[config.mk]
export PLATFORM = sky130hd
export DESIGN_NAME = seg_pattern_decoder
export DESIGN_NICKNAME = d
export VERILOG_FILES = /design/src/rtl/seg_pattern_decoder.sv
export SDC_FILE = /design/constraint.sdc
export NUM_CORES = 1
export LEC_CHECK = 0
export CELL_PAD_IN_SITES_DETAIL_PLACEMENT = 0
export CELL_PAD_IN_SITES_GLOBAL_PLACEMENT = 1
export CORE_UTILIZATION = 50
export DETAILED_ROUTE_END_ITERATION = 12
export DONT_BUFFER_PORTS = 1
export PLACE_DENSITY_LB_ADDON = 0.1
export SETUP_SLACK_MARGIN = 0.05
export SYNTH_ARGS = -nofsm -noshare
export SYNTH_HDL_FRONTEND = slang
export SYNTH_SLANG_ARGS = --single-unit
[constraint.sdc]
create_clock -name clk -period 2.3 [get_ports clk]
set_input_delay 0 -clock clk [delete_from_list [all_inputs] [get_ports clk]]
set_output_delay 0 -clock clk [all_outputs]
set_load 0.02 [all_outputs]
[src/rtl/seg_pattern_decoder.sv]
// Seven-segment readback monitor: debounces an active-low segment bus and offers each new decoded code over valid/ready.
// Optional macro SEG_DECODE_SYNC_EN selects a two-flop input synchronizer instead of a single sample register.
module seg_pattern_decoder #(
    parameter int unsigned STABLE_CYCLES = 4
) (
    input  logic       clk,
    input  logic       reset,
    input  logic [7:0] hex_in,
    output logic [3:0] code_out,
    output logic [7:0] seg_raw,
    output logic       code_err,
    output logic       code_valid,
    input  logic       code_ready
);

    localparam int unsigned SEG_W  = 8;
    localparam int unsigned CODE_W = 4;
    localparam int unsigned CNT_W  = 8;
    localparam logic [CNT_W-1:0] CNT_MAX = CNT_W'(STABLE_CYCLES - 1);

    typedef enum logic {
        ST_WATCH,
        ST_HOLD
    } state_e;

    logic [SEG_W-1:0]  smp_q;
    logic [SEG_W-1:0]  cand_q, cand_d;
    logic [CNT_W-1:0]  cnt_q, cnt_d;
    logic [SEG_W-1:0]  last_q;
    logic              last_vld_q;
    logic [SEG_W-1:0]  raw_q;
    logic [CODE_W-1:0] code_q;
    logic              err_q;
    state_e            state_q;
    logic [CODE_W-1:0] dec_code_c;
    logic              dec_err_c;
    logic              qualify_c;

`ifdef SEG_DECODE_SYNC_EN
    logic [SEG_W-1:0] s1_q;

    always_ff @(posedge clk or posedge reset) begin
        if (reset) begin
            s1_q  <= '1;
            smp_q <= '1;
        end else begin
            s1_q  <= hex_in;
            smp_q <= s1_q;
        end
    end
`else
    always_ff @(posedge clk or posedge reset) begin
        if (reset) begin
            smp_q <= '1;
        end else begin
            smp_q <= hex_in;
        end
    end
`endif

    // Stability tracker: restart on any change, saturate once the hold time is met.
    always_comb begin
        cand_d = cand_q;
        cnt_d  = cnt_q;
        if (smp_q != cand_q) begin
            cand_d = smp_q;
            cnt_d  = '0;
        end else if (cnt_q < CNT_MAX) begin
            cnt_d = cnt_q + CNT_W'(1);
        end
    end

    always_ff @(posedge clk or posedge reset) begin
        if (reset) begin
            cand_q <= '1;
            cnt_q  <= '0;
        end else begin
            cand_q <= cand_d;
            cnt_q  <= cnt_d;
        end
    end

    always_comb begin
        dec_code_c = '0;
        dec_err_c  = 1'b0;
        case (cand_q)
            8'hC0: dec_code_c = 4'h0;
            8'hF9: dec_code_c = 4'h1;
            8'hA4: dec_code_c = 4'h2;
            8'hB0: dec_code_c = 4'h3;
            8'h99: dec_code_c = 4'h4;
            8'h92: dec_code_c = 4'h5;
            8'h82: dec_code_c = 4'h6;
            8'hF8: dec_code_c = 4'h7;
            8'h80: dec_code_c = 4'h8;
            8'h90: dec_code_c = 4'h9;
            8'hFF: dec_code_c = 4'hA;
            8'hBF: dec_code_c = 4'hB;
            8'h8C: dec_code_c = 4'hC;
            8'h79: dec_code_c = 4'hD;
            8'h24: dec_code_c = 4'hE;
            8'h8E: dec_code_c = 4'hF;
            default: dec_err_c = 1'b1;
        endcase
    end

    // Only patterns that differ from the last offer (or the first one after reset) qualify.
    assign qualify_c = (smp_q == cand_q) && (cnt_q == CNT_MAX) &&
                       (!last_vld_q || (cand_q != last_q));

    always_ff @(posedge clk or posedge reset) begin
        if (reset) begin
            state_q    <= ST_WATCH;
            raw_q      <= '1;
            code_q     <= '0;
            err_q      <= 1'b0;
            last_q     <= '1;
            last_vld_q <= 1'b0;
        end else begin
            case (state_q)
                ST_WATCH: begin
                    if (qualify_c) begin
                        raw_q      <= cand_q;
                        last_q     <= cand_q;
                        code_q     <= dec_code_c;
                        err_q      <= dec_err_c;
                        last_vld_q <= 1'b1;
                        state_q    <= ST_HOLD;
                    end
                end
                ST_HOLD: begin
                    if (code_ready) begin
                        state_q <= ST_WATCH;
                    end
                end
                default: state_q <= ST_WATCH;
            endcase
        end
    end

    assign code_valid = (state_q == ST_HOLD);
    assign code_out   = code_q;
    assign seg_raw    = raw_q;
    assign code_err   = err_q;

endmodule

==> results_dict.tcl <==
set metrics [dict create \
    viasPerCell 5.361 \
    drt_wl_total_mm 3.197 \
    worst_pin_slew_ns 0.9103 \
    drive_above_1_share 0.3392 \
    ant_nets 0 \
    stdcell_count 219 \
    clkLatencyLatePin_ns 0.30 \
    hp-class "in -> reg" \
    peakVddDrop_mv 0.3689 \
    cp.required_ns 2.53 \
    syn_inst 164 \
    grt.total_usage 0.1791 \
    end_kind "flip-flop" \
    cts_buffer_depth 2 \
    syn_area_per_cell_um2 11.86 \
    rsz0062_at_grt "false" \
    timing.final.crit_share 0.9111 \
    netlist_area_um2 1946 \
    fmax_ghz 0.4772 \
    antenna_found_initial 0 \
    postSynthNetCount 176 \
    synth-xor-area-share 0.09003 \
    finalSetupViolations 0 \
    cts_tree "yes" \
    cp-start-kind "flip-flop" \
    grt_pass1_vias 1147 \
    htreeDepth 2 \
    synth_seq_cells 39 \
    path_max_fanout 8 \
    die_w_um 64.38 \
    initial_core_util 0.5275 \
    synthSimpleGateAreaFrac 0.1633 \
    wl_per_cell_um 14.60 \
    grt_max_degree 26 \
    die_area_um2 4145 \
    status "finished clean" \
    min_period_ns 2.095 \
    yosys_warnings 0 \
    place_inst 199 \
    overflow 0 \
    place.port_buffers 0 \
    insertedDiodeCount 0 \
    grt_first_pass_wirelength_mm 5.513 \
    synth_compound_area_frac 0.05338 \
    synth-main-ff-cell "dfstp_2" \
    muxShareOfSynthArea 0.09325 \
    power_mw 1.272 \
    p_per_area_nw_per_um2 589.9 \
    setup_tns_ns 0 \
    cts-root-buf "clkbuf_8" \
    synth_edf_count 0 \
    final_nets 182 \
    slew_headroom 0.3924 \
    fin_skew_ns 0.01115 \
    synthArstFlopShare 1.000 \
    gp_congestion 0.8734 \
    drtIter0Drc 34 \
    fp.dieH_um 64.38 \
    core_area_um2 3689 \
    maxCapViolCount 0 \
    drc 0 \
    synth_top_family_by_area "simple AND/OR/NAND/NOR gates" \
    fill_cells 308 \
    crit_type "reg -> reg" \
    dr.pass1.iters 4 \
    slew_violations 0 \
    boundaryPins 25 \
    leakage_nw 0.9778 \
    hpwl_mm 2.269 \
    rrSetupSlack_ns 0.20 \
    num_rows 22 \
    hold_viol_final 0 \
    clkSlewWorstSetupHoldPaths_ns 0.07 \
    vias 1174 \
    synthAdderAreaFrac 0.006431 \
    arrival_ns 2.32 \
    cts_made_buffers 5 \
    area_growth_syn_to_layout_pct 10.87 \
    seq_area_frac_synth 0.5170 \
    cts.sinks 39 \
    synth_cell_types 47 \
]
critical path, cell delays in order (launching register included):
cell	delay, ns
dfstp_2	0.59
buf_4	0.17
or3b_1	0.38
or3_1	0.33
o311ai_1	0.36
mux2_4	0.21
path summary, 6_finish.rpt:
| kind | from | cells past startpoint | end |
|---|---|---|---|
| setup / recovery | cand_q[7] | 5 | code_out[1] |
| max in group asynchronous | reset | 3 | cand_q[1] |
| setup reg to reg | cand_q[7] | 5 | code_out[1] |
| hold / removal | hex_in[4] | 1 | smp_q[4] |
| hold reg to reg | smp_q[3] | 0 | cand_q[3] |
| min in group asynchronous | reset | 2 | cnt_q[5] |
final cells by class:
cell class	instances	area (µm²)	share of cell area
flip-flops and latches	39	1006	0.4664
multi-input cells	98	799.5	0.3706
repair buffers	19	180.2	0.08353
clock buffers	6	72.57	0.03364
well taps	48	60.06	0.02784
inverters	7	26.28	0.01218
clock inverters	2	12.51	0.005800
synthesized netlist by cell type, types with 2 or more instances:
master	count	area [µm²]
dfstp_2	24	630.6
and3_1	8	50.05
nor4_1	3	18.77
clkbuf_1	11	41.29
dfrtp_1	15	375.4
mux2_2	5	56.30
nor2_1	3	11.26
o21ai_0	4	20.02
nand3_1	3	15.01
buf_6	3	33.78
nand4_1	4	25.02
nand2b_1	2	12.51
mux2_4	7	105.1
or4_1	2	15.01
or3_1	3	18.77
buf_2	4	20.02
nand2_1	5	18.77
and2_1	2	12.51
inv_1	7	26.28
or2_2	2	12.51
mux2i_1	2	20.02
o22ai_1	2	12.51
xor2_1	19	166.4
layer usage:
layer / track usage / vias to the layer above / share of wire / routed length, µm
met5: 0 / - / 0 / 0
met4: 0.05833 / 0 / 0.016 / 51
met3: 0.07857 / 7 / 0.065 / 208
met2: 0.2711 / 33 / 0.44 / 1406
met1: 0.2286 / 559 / 0.48 / 1530
li1: - / 575 / - / -
cell families after synthesis:
logic type                 Yosys count
AOI/OAI and AO/OA                   15
xor gates and xnor gates            20
adders and majority gates            1
buffers and inverters               27
DFF                                 39
muxes                               14
and+or+nand+nor                     48
cells in the final DEF (no fill, tap or decap), types with 7 or more instances in the layout:
master and instances:
mux2_4 7, dfrtp_1 15, inv_1 7, dfstp_2 24, buf_4 8, dlygate4sd3_1 10, xor2_1 19, and3_1 8
power breakdown:
group          switching [mW]  internal [mW]
logic                  0.0562         0.0451
registers              0.0181          0.713
clock network           0.228          0.212
total                   0.303          0.970
per-stage QoR:
stage	area, µm²	utilization	setup WS, ns	hold slack (ns)
floorplan	1946	-	0.2723	0.004478
global placement	1948	0.5282	0.1508	0.004538
detailed placement	1948	0.5282	0.07540	0.004534
CTS	2133	0.5784	0.05789	0.2323
global route	2157	0.5848	0.06382	0.2281
finish	2157	0.5848	0.2046	0.2443
flip-flops by register name, summed over array words and instances, names as in the netlist:
signal,count
code_out,4
code_valid,1
code_err,1
seg_raw,8
smp_q,8
last_vld_q,1
cand_q,8
cnt_q,8
timing repair:
action,in CTS,in global routing
setup endpoints to repair,0,13
endpoints found under the hold margin,24,0
setup buffers,0,2
hold buffers,10,0
gates resized for setup,0,1
(Power assumes the default switching activity.)
